**config.mk**
```make
export PLATFORM = sky130hd
export DESIGN_NAME = wb_uart_fifo_flat
export DESIGN_NICKNAME = d
export VERILOG_FILES = /design/src/rtl/wb_uart_fifo_if.sv /design/src/rtl/wb_uart_fifo.sv /design/src/flat_wrapper.sv
export SDC_FILE = /design/constraint.sdc
export NUM_CORES = 1
export LEC_CHECK = 0
export CORE_MARGIN = 1
export CORE_UTILIZATION = 60
export CTS_CLUSTER_DIAMETER = 150
export DETAILED_ROUTE_END_ITERATION = 12
export PLACE_DENSITY = 0.8
export SYNTH_ARGS = -nofsm -noshare
export SYNTH_HDL_FRONTEND = slang
export SYNTH_HIERARCHICAL = 1
export SYNTH_SLANG_ARGS = --single-unit
export TNS_END_PERCENT = 5
```
**constraint.sdc**
```tcl
create_clock -name clk -period 3.51 [get_ports clk]
set_input_delay 0.702 -clock clk [delete_from_list [all_inputs] [get_ports clk]]
set_output_delay 0.702 -clock clk [all_outputs]
set_load 0.02 [all_outputs]
```
**src/rtl/wb_uart_fifo_if.sv**
```systemverilog
// Wishbone slave bus bundle for wb_uart_fifo; master drives requests, slave returns data/ack.
interface wb_uart_fifo_if;
    logic        wb_stb_i;
    logic        wb_cyc_i;
    logic        wb_we_i;
    logic [31:0] wb_adr_i;
    logic [3:0]  wb_sel_i;
    logic [31:0] wb_dat_i;
    logic [31:0] wb_dat_o;
    logic        wb_ack_o;

    modport master (
        output wb_stb_i, wb_cyc_i, wb_we_i, wb_adr_i, wb_sel_i, wb_dat_i,
        input  wb_dat_o, wb_ack_o
    );

    modport slave (
        input  wb_stb_i, wb_cyc_i, wb_we_i, wb_adr_i, wb_sel_i, wb_dat_i,
        output wb_dat_o, wb_ack_o
    );
endinterface

```
**src/rtl/wb_uart_fifo.sv**
```systemverilog
// Byte FIFO: push lands on the clock edge, head byte is visible combinationally from the next cycle.
// A push into a full FIFO is dropped unless a pop happens in the same cycle.
module wb_uart_fifo_buf #(
    parameter int AW = 4
) (
    input  logic          clk,
    input  logic          reset,
    input  logic          push_vld_i,
    input  logic [7:0]    push_dat_i,
    output logic          push_rdy_o,
    output logic          pop_vld_o,
    output logic [7:0]    pop_dat_o,
    input  logic          pop_rdy_i,
    output logic [AW:0]   count_o
);
    localparam int DEPTH = 2 ** AW;

    logic [7:0]    mem_q [DEPTH];
    logic [AW-1:0] wr_ptr_q, wr_ptr_d;
    logic [AW-1:0] rd_ptr_q, rd_ptr_d;
    logic [AW:0]   cnt_q, cnt_d;
    logic          do_push, do_pop;

    assign pop_vld_o  = (cnt_q != '0);
    assign push_rdy_o = (cnt_q != (AW+1)'(DEPTH));
    assign do_pop     = pop_rdy_i & pop_vld_o;
    assign do_push    = push_vld_i & (push_rdy_o | do_pop);
    assign pop_dat_o  = mem_q[rd_ptr_q];
    assign count_o    = cnt_q;

    always_comb begin
        wr_ptr_d = wr_ptr_q;
        rd_ptr_d = rd_ptr_q;
        cnt_d    = cnt_q;
        if (do_push) wr_ptr_d = wr_ptr_q + 1'b1;
        if (do_pop)  rd_ptr_d = rd_ptr_q + 1'b1;
        if (do_push && !do_pop) cnt_d = cnt_q + 1'b1;
        if (!do_push && do_pop) cnt_d = cnt_q - 1'b1;
    end

    always_ff @(posedge clk) begin
        if (do_push) mem_q[wr_ptr_q] <= push_dat_i;
    end

    always_ff @(posedge clk) begin
        if (reset) begin
            wr_ptr_q <= '0;
            rd_ptr_q <= '0;
            cnt_q    <= '0;
        end else begin
            wr_ptr_q <= wr_ptr_d;
            rd_ptr_q <= rd_ptr_d;
            cnt_q    <= cnt_d;
        end
    end
endmodule

// Wishbone UART with RX/TX byte FIFOs, programmable divisor and maskable level interrupt.
// Ack one cycle after request, min 2-cycle access spacing; full TX FIFO drops writes, full RX FIFO drops frames.
module wb_uart_fifo #(
    parameter int clk_freq = 100000000,
    parameter int baud     = 115200,
    parameter int fifo_aw  = 4
) (
    input  logic          clk,
    input  logic          reset,
    wb_uart_fifo_if.slave wb,
    output logic          intr,
    input  logic          uart_rxd,
    output logic          uart_txd
);
    localparam logic [15:0] DIV_RST = 16'(clk_freq / baud - 1);
    localparam logic [15:0] DIV_MIN = 16'd15;

    typedef enum logic [1:0] {ST_IDLE, ST_START, ST_DATA, ST_STOP} uart_state_t;

    // ---------------- bus side ----------------
    logic        ack_q, ack_d;
    logic [31:0] rdat_q, rdat_d;
    logic [15:0] div_q, div_d;
    logic [2:0]  ier_q, ier_d;
    logic        ovr_q, ovr_d, ferr_q, ferr_d, drop_q, drop_d;
    logic        intr_q, intr_d;

    logic        req, acc, acc_rd, acc_wr, stat_rd;
    logic [1:0]  reg_sel;
    logic [31:0] stat;
    logic        tx_idle, err_any;
    logic        ovr_evt, drop_evt;

    logic        rxf_push_rdy, rxf_pop_vld, rxf_pop;
    logic [7:0]  rxf_pop_dat;
    logic        txf_push, txf_push_rdy, txf_pop_vld, txf_pop;
    logic [7:0]  txf_pop_dat;
    logic [fifo_aw:0] rxf_count, txf_count;

    logic        rx_push_q, rx_ferr_q;
    logic [7:0]  rx_sh_q;

    logic        unused_bits;
    assign unused_bits = ^{wb.wb_sel_i, wb.wb_adr_i[31:4], wb.wb_adr_i[1:0],
                           wb.wb_dat_i[31:16], rxf_count, txf_count};

    assign req     = wb.wb_stb_i & wb.wb_cyc_i;
    assign acc     = req & ~ack_q;
    assign acc_rd  = acc & ~wb.wb_we_i;
    assign acc_wr  = acc & wb.wb_we_i;
    assign reg_sel = wb.wb_adr_i[3:2];
    assign stat_rd = acc_rd & (reg_sel == 2'd0);
    assign rxf_pop = acc_rd & (reg_sel == 2'd1);
    assign txf_push = acc_wr & (reg_sel == 2'd1);

    // A pop in the same cycle frees the slot, so only a blocked push counts as a loss.
    assign ovr_evt  = rx_push_q & ~rxf_push_rdy & ~rxf_pop;
    assign drop_evt = txf_push & ~txf_push_rdy & ~txf_pop;
    assign err_any  = ovr_q | ferr_q | drop_q;

    assign stat = {25'b0, drop_q, ferr_q, ovr_q, tx_idle,
                   ~txf_push_rdy, ~rxf_push_rdy, rxf_pop_vld};

    always_comb begin
        ack_d  = acc;
        rdat_d = rdat_q;
        div_d  = div_q;
        ier_d  = ier_q;
        if (acc_rd) begin
            case (reg_sel)
                2'd0: rdat_d = stat;
                2'd1: rdat_d = {24'b0, rxf_pop_vld ? rxf_pop_dat : 8'h00};
                2'd2: rdat_d = {16'b0, div_q};
                2'd3: rdat_d = {29'b0, ier_q};
                default: rdat_d = '0;
            endcase
        end
        if (acc_wr) begin
            case (reg_sel)
                2'd2: div_d = (wb.wb_dat_i[15:0] < DIV_MIN) ? DIV_MIN : wb.wb_dat_i[15:0];
                2'd3: ier_d = wb.wb_dat_i[2:0];
                default: ;
            endcase
        end
        ovr_d  = ovr_evt   | (ovr_q  & ~stat_rd);
        ferr_d = rx_ferr_q | (ferr_q & ~stat_rd);
        drop_d = drop_evt  | (drop_q & ~stat_rd);
        intr_d = |(ier_q & {err_any, tx_idle, rxf_pop_vld});
    end

    always_ff @(posedge clk) begin
        if (reset) begin
            ack_q  <= 1'b0;
            rdat_q <= '0;
            div_q  <= DIV_RST;
            ier_q  <= 3'b001;
            ovr_q  <= 1'b0;
            ferr_q <= 1'b0;
            drop_q <= 1'b0;
            intr_q <= 1'b0;
        end else begin
            ack_q  <= ack_d;
            rdat_q <= rdat_d;
            div_q  <= div_d;
            ier_q  <= ier_d;
            ovr_q  <= ovr_d;
            ferr_q <= ferr_d;
            drop_q <= drop_d;
            intr_q <= intr_d;
        end
    end

    assign wb.wb_ack_o = req & ack_q;
    assign wb.wb_dat_o = rdat_q;
    assign intr        = intr_q;

    // ---------------- FIFOs ----------------
    wb_uart_fifo_buf #(.AW(fifo_aw)) u_rx_fifo (
        .clk        (clk),
        .reset      (reset),
        .push_vld_i (rx_push_q),
        .push_dat_i (rx_sh_q),
        .push_rdy_o (rxf_push_rdy),
        .pop_vld_o  (rxf_pop_vld),
        .pop_dat_o  (rxf_pop_dat),
        .pop_rdy_i  (rxf_pop),
        .count_o    (rxf_count)
    );

    wb_uart_fifo_buf #(.AW(fifo_aw)) u_tx_fifo (
        .clk        (clk),
        .reset      (reset),
        .push_vld_i (txf_push),
        .push_dat_i (wb.wb_dat_i[7:0]),
        .push_rdy_o (txf_push_rdy),
        .pop_vld_o  (txf_pop_vld),
        .pop_dat_o  (txf_pop_dat),
        .pop_rdy_i  (txf_pop),
        .count_o    (txf_count)
    );

    // ---------------- receiver ----------------
    uart_state_t rx_state_q;
    logic [15:0] rx_cnt_q;
    logic [2:0]  rx_bit_q;
    logic        rx_s1_q, rx_s2_q, rx_prev_q;
    logic        rx_line, rx_fall;
    logic [16:0] rx_half;

    assign rx_line = rx_s2_q;
    assign rx_fall = rx_prev_q & ~rx_s2_q;
    assign rx_half = ({1'b0, div_q} + 17'd1) >> 1;

    always_ff @(posedge clk) begin
        if (reset) begin
            rx_s1_q   <= 1'b1;
            rx_s2_q   <= 1'b1;
            rx_prev_q <= 1'b1;
        end else begin
            rx_s1_q   <= uart_rxd;
            rx_s2_q   <= rx_s1_q;
            rx_prev_q <= rx_s2_q;
        end
    end

    always_ff @(posedge clk) begin
        if (reset) begin
            rx_state_q <= ST_IDLE;
            rx_cnt_q   <= '0;
            rx_bit_q   <= '0;
            rx_sh_q    <= '0;
            rx_push_q  <= 1'b0;
            rx_ferr_q  <= 1'b0;
        end else begin
            rx_push_q <= 1'b0;
            rx_ferr_q <= 1'b0;
            case (rx_state_q)
                ST_IDLE: begin
                    rx_cnt_q <= '0;
                    if (rx_fall) rx_state_q <= ST_START;
                end
                ST_START: begin
                    // Mid-start-bit check: a line already back high was a glitch.
                    if ({1'b0, rx_cnt_q} == rx_half - 17'd1) begin
                        rx_cnt_q   <= '0;
                        rx_bit_q   <= '0;
                        rx_state_q <= rx_line ? ST_IDLE : ST_DATA;
                    end else begin
                        rx_cnt_q <= rx_cnt_q + 1'b1;
                    end
                end
                ST_DATA: begin
                    if (rx_cnt_q == div_q) begin
                        rx_cnt_q <= '0;
                        rx_sh_q  <= {rx_line, rx_sh_q[7:1]};
                        rx_bit_q <= rx_bit_q + 1'b1;
                        if (rx_bit_q == 3'd7) rx_state_q <= ST_STOP;
                    end else begin
                        rx_cnt_q <= rx_cnt_q + 1'b1;
                    end
                end
                ST_STOP: begin
                    if (rx_cnt_q == div_q) begin
                        rx_cnt_q   <= '0;
                        rx_push_q  <= rx_line;
                        rx_ferr_q  <= ~rx_line;
                        rx_state_q <= ST_IDLE;
                    end else begin
                        rx_cnt_q <= rx_cnt_q + 1'b1;
                    end
                end
                default: rx_state_q <= ST_IDLE;
            endcase
        end
    end

    // ---------------- transmitter ----------------
    uart_state_t tx_state_q;
    logic [15:0] tx_cnt_q;
    logic [15:0] tx_div_q;
    logic [2:0]  tx_bit_q;
    logic [7:0]  tx_sh_q;
    logic        txd_q;
    logic        tx_bit_end;

    assign tx_bit_end = (tx_cnt_q == tx_div_q);
    assign txf_pop    = txf_pop_vld & ((tx_state_q == ST_IDLE) |
                                       ((tx_state_q == ST_STOP) & tx_bit_end));
    assign tx_idle    = (tx_state_q == ST_IDLE) & ~txf_pop_vld;
    assign uart_txd   = txd_q;

    always_ff @(posedge clk) begin
        if (reset) begin
            tx_state_q <= ST_IDLE;
            tx_cnt_q   <= '0;
            tx_div_q   <= DIV_RST;
            tx_bit_q   <= '0;
            tx_sh_q    <= '0;
            txd_q      <= 1'b1;
        end else begin
            case (tx_state_q)
                ST_IDLE: begin
                    tx_cnt_q <= '0;
                    if (txf_pop) begin
                        tx_sh_q    <= txf_pop_dat;
                        tx_div_q   <= div_q;
                        txd_q      <= 1'b0;
                        tx_state_q <= ST_START;
                    end
                end
                ST_START: begin
                    if (tx_bit_end) begin
                        tx_cnt_q   <= '0;
                        tx_bit_q   <= '0;
                        txd_q      <= tx_sh_q[0];
                        tx_state_q <= ST_DATA;
                    end else begin
                        tx_cnt_q <= tx_cnt_q + 1'b1;
                    end
                end
                ST_DATA: begin
                    if (tx_bit_end) begin
                        tx_cnt_q <= '0;
                        if (tx_bit_q == 3'd7) begin
                            txd_q      <= 1'b1;
                            tx_state_q <= ST_STOP;
                        end else begin
                            tx_bit_q <= tx_bit_q + 1'b1;
                            tx_sh_q  <= {1'b0, tx_sh_q[7:1]};
                            txd_q    <= tx_sh_q[1];
                        end
                    end else begin
                        tx_cnt_q <= tx_cnt_q + 1'b1;
                    end
                end
                ST_STOP: begin
                    if (tx_bit_end) begin
                        tx_cnt_q <= '0;
                        // Divisor is re-latched per frame so mid-frame DIV writes cannot skew bits.
                        if (txf_pop) begin
                            tx_sh_q    <= txf_pop_dat;
                            tx_div_q   <= div_q;
                            txd_q      <= 1'b0;
                            tx_state_q <= ST_START;
                        end else begin
                            tx_state_q <= ST_IDLE;
                        end
                    end else begin
                        tx_cnt_q <= tx_cnt_q + 1'b1;
                    end
                end
                default: tx_state_q <= ST_IDLE;
            endcase
        end
    end
endmodule

```
**src/flat_wrapper.sv**
```systemverilog
// flat-port wrapper written by rule: the top's interface ports become plain ports
module wb_uart_fifo_flat 
#(
    parameter int clk_freq = 100000000,
    parameter int baud     = 115200,
    parameter int fifo_aw  = 4
)
  (clk, reset, intr, uart_rxd, uart_txd, wb_wb_stb_i, wb_wb_cyc_i, wb_wb_we_i, wb_wb_adr_i, wb_wb_sel_i, wb_wb_dat_i, wb_wb_dat_o, wb_wb_ack_o);
  wb_uart_fifo_if wb_i ();
  input  logic clk;
  input  logic reset;
  output logic intr;
  input  logic uart_rxd;
  output logic uart_txd;
  input wire logic [$bits(wb_i.wb_stb_i)-1:0] wb_wb_stb_i;
  input wire logic [$bits(wb_i.wb_cyc_i)-1:0] wb_wb_cyc_i;
  input wire logic [$bits(wb_i.wb_we_i)-1:0] wb_wb_we_i;
  input wire logic [$bits(wb_i.wb_adr_i)-1:0] wb_wb_adr_i;
  input wire logic [$bits(wb_i.wb_sel_i)-1:0] wb_wb_sel_i;
  input wire logic [$bits(wb_i.wb_dat_i)-1:0] wb_wb_dat_i;
  output wire logic [$bits(wb_i.wb_dat_o)-1:0] wb_wb_dat_o;
  output wire logic [$bits(wb_i.wb_ack_o)-1:0] wb_wb_ack_o;
  assign wb_i.wb_stb_i = wb_wb_stb_i;
  assign wb_i.wb_cyc_i = wb_wb_cyc_i;
  assign wb_i.wb_we_i = wb_wb_we_i;
  assign wb_i.wb_adr_i = wb_wb_adr_i;
  assign wb_i.wb_sel_i = wb_wb_sel_i;
  assign wb_i.wb_dat_i = wb_wb_dat_i;
  assign wb_wb_dat_o = wb_i.wb_dat_o;
  assign wb_wb_ack_o = wb_i.wb_ack_o;
  wb_uart_fifo #(.clk_freq(clk_freq), .baud(baud), .fifo_aw(fifo_aw)) u_core (.clk(clk), .reset(reset), .wb(wb_i), .intr(intr), .uart_rxd(uart_rxd), .uart_txd(uart_txd));
endmodule
```
==> impl_metrics.toml, run 1 <==
[min_path]
hp-class = "reg2reg"
hold_start = "u_core/rx_s1_q"
worstHoldPathCells = 1
hold_path_end = "u_core/rx_line"

[sta]
hold_violations = 0
fmax_mhz = 300
rsz0062_at_grt = "no"
setup_viol = 0
skew_ps = 22.9
slew_headroom = 0.161
fin_crit_ps = 3330
slew_viol_final = 0
finalCritPeriodShare = 0.948
worst_pin_slew_ps = 1240

[yosys]
synth_edf_count = 256
synth-simple-area-share = 0.136
synth_xor_area_frac = 0.0525
avgSynthCellArea_um2 = 13.0
synthDistinctLibCells = 93
synthArstFlopShare = 0
yosys_warnings = 6
synthAdderAreaFrac = 0.0217
yosysSeqAreaShare = 0.581
syn_inst = 1428
synth_top_family_by_area = "simple AND/OR/NAND/NOR gates"
synthFlopType = "edfxtp_1"
netlist_area_um2 = 18500
synth_seq_cells = 410
synth_mux_area_frac = 0.102
synth_compound_area_frac = 0.0738

[floorplan]
row_count = 63
core-area_um2 = 30000
die_h_um = 178
start_util = 0.617
dieArea_um2 = 31600
die_w_um = 178
ioPinCount = 109

[cts]
clk_pin_slew_ps = 60
cts_hold_buf = 0
clkLatencyLatePin_ps = 540
htreeDepth = 2
cts-root-buf = "clkbuf_16"
cts.sinks = 410
cts_buffer_depth = 3
cts_tree = "yes"
cts_buffers = 41

[worst_setup_path]
worst_r2r_path_depth = 9
slowest_delay_ps = 520
cp_slowest_cell = "dfxtp_2"
reg2reg_from = "u_core/div_q[2]"
crit_path_end_kind = "flip-flop"
cp-startpoint = "u_core/div_q[2]"
crit_path_start_kind = "flip-flop"
critical_path.cell_chain = "nand3_2 -> and4_1 -> a211o_1 -> and3_1 -> a311oi_1 -> nand4_1 -> nor4_4 -> nand3_2 -> and4_2"
worstSetupPathType = "reg2reg"
crit_path_max_fanout = 14
r2r-end = "u_core/rx_cnt_q[3]"
critPathMostFrequentCell = "nand3_2"
critPathRequiredTime_ps = 3930
cp.arrival_ps = 3740
reg2reg_slack_ps = 180

[final_layout]
fillers = 1983
final_cell_mix = "256 x edfxtp_1, 151 x dfxtp_1, 106 x nor2_1"
num-nets-final = 1609
multi_input_area_um2 = 7260
stdcell_count = 1924
fin_area_um2 = 21000
final_common_cell = "edfxtp_1"
drive_gt1_frac = 0.168
antenna_cells = 0
area_growth_pct = 13.5
regArea_um2 = 10800

[grt]
grt_max_degree = 55
antenna_found_initial = 0
grt_pass1_vias = 11800
grt_usage = 0.269
grt_pass1_wl_um = 64600
grt-ovfl-total = 0

[route]
first_pass_iters = 7
viasPerCell = 6.22
drc = 0
ant_nets = 0
drt-initial-drc-count = 1217
vias = 12000
drt-total-wl_um = 41600
wl_per_cell_um = 21.6

[placement]
gp_congestion = 0.903
place_area_um2 = 19600
numPortBuffers = 42
dpl.hpwl_um = 27000
dp_cells = 1848

[power_and_ir_drop]
powerDensity_nw_per_um2 = 483
clkPwrFrac = 0.437
switchingPower_mw = 2.21
p_leak_nw = 7.22
switching_share = 0.218
p_seq_frac = 0.509
irDropWorstVdd_uv = 497
power.share.combinational = 0.054
intPower_mw = 7.94

[outcome]
status = "complete, no violations"

[job]
drv_cap = 0
==> area by class of cell <==
class                   count  share of cell area
multi-input cells         913               0.345
clock buffers              55              0.0547
clock inverters            18              0.0108
well taps                 390              0.0232
flip-flops and latches    410               0.512
repair buffers            117              0.0496
inverters                  21             0.00375
==> cells by family after synthesis <==
kind of cell    count (synthesis)
buf+inv                       120
mux                           109
compound gates                192
fa+ha+maj                      31
xor+xnor                      108
other cells                     1
flops                         410
simple gates                  457
==> how the worst max path moves through the flow <==
| stage | to | depth (start not counted) |
|---|---|---|
| detailed placement | u_core/u_rx_fifo/mem_q[5][4] | 9 |
| floorplan | u_core/u_tx_fifo/count_o[4] | 14 |
| CTS | u_core/rx_cnt_q[3] | 9 |
| global placement | u_core/u_tx_fifo/count_o[4] | 13 |
| finish | u_core/rx_cnt_q[3] | 9 |
| global route | u_core/rx_cnt_q[3] | 10 |
==> cells in the mapped netlist, types with 5 or more instances <==
library cell	instances	area [µm²]
and4_1	17	149
or3_1	7	43.8
o21a_1	5	37.5
mux2i_1	44	440
and2_1	30	188
nor2b_1	14	87.6
mux4_2	64	1440
o22ai_1	6	37.5
dfxtp_1	154	3080
and3_1	22	138
a22oi_1	32	240
xor2_1	35	307
nor3_1	27	135
nand4_1	17	106
inv_1	20	75.1
buf_6	6	67.6
buf_1	7	26.3
nand2_1	99	372
xnor2_1	71	622
a31oi_1	5	31.3
clkbuf_1	47	176
a21oi_1	46	230
nor4_1	9	56.3
nand3_1	46	230
buf_2	19	95.1
o211ai_1	17	128
edfxtp_1	256	7690
ha_1	29	363
o21ai_0	15	75.1
buf_4	19	143
a211oi_1	15	113
nand2b_1	8	50.1
nor3b_1	9	67.6
nor2_1	106	398
==> registers in the layout, summed over array words and instances, names as in the netlist, 2 cells and up, named ones only <==
register / count
u_core/div_q: 16
u_core/ier_q: 3
u_core/rx_bit_q: 3
u_core/rx_cnt_q: 16
u_core/rx_sh_q: 8
u_core/tx_bit_q: 3
u_core/tx_cnt_q: 16
u_core/tx_div_q: 16
u_core/tx_sh_q: 8
u_core/tx_state_q: 2
u_core/u_rx_fifo/count_o: 5
u_core/u_rx_fifo/mem_q: 128
u_core/u_rx_fifo/rd_ptr_q: 4
u_core/u_rx_fifo/wr_ptr_q: 4
u_core/u_tx_fifo/count_o: 5
u_core/u_tx_fifo/mem_q: 128
u_core/u_tx_fifo/rd_ptr_q: 4
u_core/u_tx_fifo/wr_ptr_q: 4
u_core/wb.wb_dat_o: 16
==> per-stage QoR <==
step                      total power [mW]  worst slack [ps]  hold slack (ps)  TNS (ps)  utilization
after floorplan                       5.63               362              389         0            -
after global routing                  10.5              5.61              446         0        0.700
after detailed placement              5.81             -34.0              400      -309        0.652
final                                 10.2               182              432         0        0.700
after CTS                             10.2              37.2              429         0        0.698
after global placement                5.79             -54.6              402     -54.6        0.652
==> power groups by stage <==
stage | combinational, mW | clock [mW] | sequential, mW
2_1_floorplan | 0.367 | 0 | 5.27
3_3_place_gp | 0.512 | 0 | 5.27
3_5_place_dp | 0.531 | 0 | 5.28
4_1_cts | 0.539 | 4.49 | 5.17
5_1_grt | 0.597 | 4.68 | 5.18
6_report | 0.544 | 4.44 | 5.17
==> worst max-delay path, delay by kind of cell (launching register included) <==
family          cells  cell delay (ps)
compound gates      2              670
flops               1              520
simple gates        7             2000
==> metal layers <==
metal,track usage,vias up,wire length (µm)
li1,-,5489,-
met1,0.357,5924,17100
met2,0.446,477,20400
met3,0.0523,84,2980
met4,0.0873,0,1100
met5,0,-,0
==> timing repair <==
action | in CTS | in global routing
resized for setup | 1 | 8
setup endpoints to repair | 2 | 21
endpoints found under the hold margin | 0 | 0
buffers inserted | 0 | 3
pin swaps | 0 | 2
Note: power is estimated with default switching activity, not from simulation.
==> run 2, diff against run 1 <==
CORE_UTILIZATION = 35   (was 60)
HOLD_SLACK_MARGIN = 0.05   (was unset)
PLACE_DENSITY = unset   (was 0.8)
==> impl_metrics.toml, run 2 (synthesized netlist as in run 1, its figures left out) <==
[final_layout]
final_cell_mix = "256 x edfxtp_1, 149 x dfxtp_1, 106 x nor2_1"
stdcell_count = 2242
antenna_cells = 0
area_growth_pct = 17.3
fin_area_um2 = 21700
top_regs = "u_core/u_rx_fifo/mem_q: 128 flops, u_core/u_tx_fifo/mem_q: 128 flops"
drive_gt1_frac = 0.179
utilization = 0.419
final_common_cell = "edfxtp_1"
fillers = 4673
num-nets-final = 1633

[min_path]
worstHoldPathCells = 2
hold_start = "u_core/wb.wb_dat_o[10]"
hp-class = "reg2reg"
hold_path_end = "u_core/wb.wb_dat_o[10]"

[worst_setup_path]
critical-path-top-delay-family = "simple AND/OR/NAND/NOR gates"
crit_path_max_fanout = 14
critPathRequiredTime_ps = 3960
critical_path.cell_chain = "ha_2 -> and2_1 -> and4_1 -> a211o_1 -> buf_4 -> a21oi_1 -> a311oi_1 -> nand4_1 -> nor4_4 -> nand3_2 -> and4_2"
cp_slowest_cell = "a311oi_1"
crit_path_start_kind = "flip-flop"
worstSetupPathType = "reg2reg"
slowest_delay_ps = 380
reg2reg_slack_ps = 190
crit_path_end_kind = "flip-flop"
reg2reg_from = "u_core/div_q[0]"
critPathBufInv = 1
worst_r2r_path_depth = 11
cp.arrival_ps = 3770
r2r-end = "u_core/rx_cnt_q[3]"

[floorplan]
core-area_um2 = 51800
row_count = 83
die_h_um = 232
die_w_um = 232
start_util = 0.358
dieArea_um2 = 53900
ioPinCount = 109

[grt]
grt_pass1_wl_um = 66300
grt-ovfl-total = 0
grt_usage = 0.159
grt_max_degree = 78
grt_pass1_vias = 11600
antenna_found_initial = 2

[cts]
clk_pin_slew_ps = 60
cts-root-buf = "clkbuf_16"
clkLatencyLatePin_ps = 570
cts_buffer_depth = 3
htreeDepth = 2
cts_buffers = 44
cts_tree = "yes"
cts.sinks = 410

[placement]
numPortBuffers = 42
gp_congestion = 0.819
dpl.hpwl_um = 29000
place_area_um2 = 20200
place_ws_ps = -60.3
dp_cells = 2162

[sta]
skew_ps = 21.5
finalCritPeriodShare = 0.946
slew_headroom = 0.287
final.setup.worst_slack_ps = 190
setup_viol = 0
fmax_mhz = 301
worst_pin_slew_ps = 1070
hold_violations = 0
slew_viol_final = 0
fin_crit_ps = 3320

[power_and_ir_drop]
p_leak_nw = 7.39
powerDensity_nw_per_um2 = 474
irDropWorstVdd_uv = 392

[route]
viasPerCell = 5.26
vias = 11800
wl_per_cell_um = 18.8
drt-initial-drc-count = 975
drc = 0
drt-total-wl_um = 42000
first_pass_iters = 5
ant_nets = 0

[outcome]
status = "complete, no violations"

[job]
drv_cap = 0
-- run 2: cell types whose count changed in the layout (fill, tap and decap cells not counted), moves of 3 or more --
cell      change
buf_12        +9
clkbuf_1      +5
clkbuf_8      +4
clkinv_1      +3
buf_4        +12
-- run 2: worst register-to-register path, delay by kind of cell, from the launching register on --
family,cells,cell delay (ps)
compound gates,3,650
fa+ha+maj,1,280
buf+inv,1,150
flops,1,340
simple gates,6,1810
-- run 2: per-layer routing --
metal  wire [µm]  track usage  part of all wire  vias to the layer above
met5           0            0                 0                        -
met4         986       0.0495             0.023                        0
met3        1960       0.0273             0.047                       61
met2       18600        0.239              0.44                      263
met1       20500        0.232              0.49                     5937
li1            -            -                 -                     5535
-- run 2: cell type report --
cell class / count / area (µm²) / area share
Multi-Input combinational cell: 913 / 7260 / 0.334
Sequential cell: 410 / 10800 / 0.496
Timing Repair Buffer: 138 / 1310 / 0.0605
Clock buffer: 66 / 1270 / 0.0586
Tap cell: 680 / 851 / 0.0392
Inverter: 21 / 78.8 / 0.00363
Clock inverter: 14 / 166 / 0.00766
-- run 2: what timing repair did --
item                                    4_1_cts  5_1_grt
hold buffers                                  0        0
endpoints found under the setup margin        0       21
resized for setup                             0       10
setup buffers                                 0        0
-- run 2: how the worst max path moves through the flow --
stage	slack (ps)	to	depth (start not counted)	from
6_report	190	u_core/rx_cnt_q[3]	11	u_core/div_q[0]
5_1_grt	-10	u_core/rx_cnt_q[3]	11	u_core/div_q[0]
4_1_cts	40	u_core/rx_cnt_q[3]	10	u_core/div_q[0]
3_5_place_dp	-60	u_core/u_tx_fifo/count_o[4]	13	wb_wb_stb_i
3_3_place_gp	-90	u_core/u_tx_fifo/count_o[4]	13	wb_wb_stb_i
2_1_floorplan	360	u_core/u_tx_fifo/count_o[4]	14	u_core/tx_cnt_q[6]
-- run 2: power by group --
group	switching, mW	total, mW	internal (mW)
sequential	0.0436	5.17	5.13
clock	1.88	4.56	2.68
combinational	0.351	0.556	0.205
total	2.28	10.3	8.01
-- run 2: through the flow --
| step | hold slack (ps) | power, mW | TNS, ps |
|---|---|---|---|
| final | 450 | 10.3 | 0 |
| after global routing | 467 | 10.7 | -16.6 |
| after CTS | 455 | 10.4 | 0 |
| after detailed placement | 447 | 5.83 | -70.2 |
| after global placement | 444 | 5.81 | -85.9 |
| after floorplan | 389 | 5.63 | 0 |
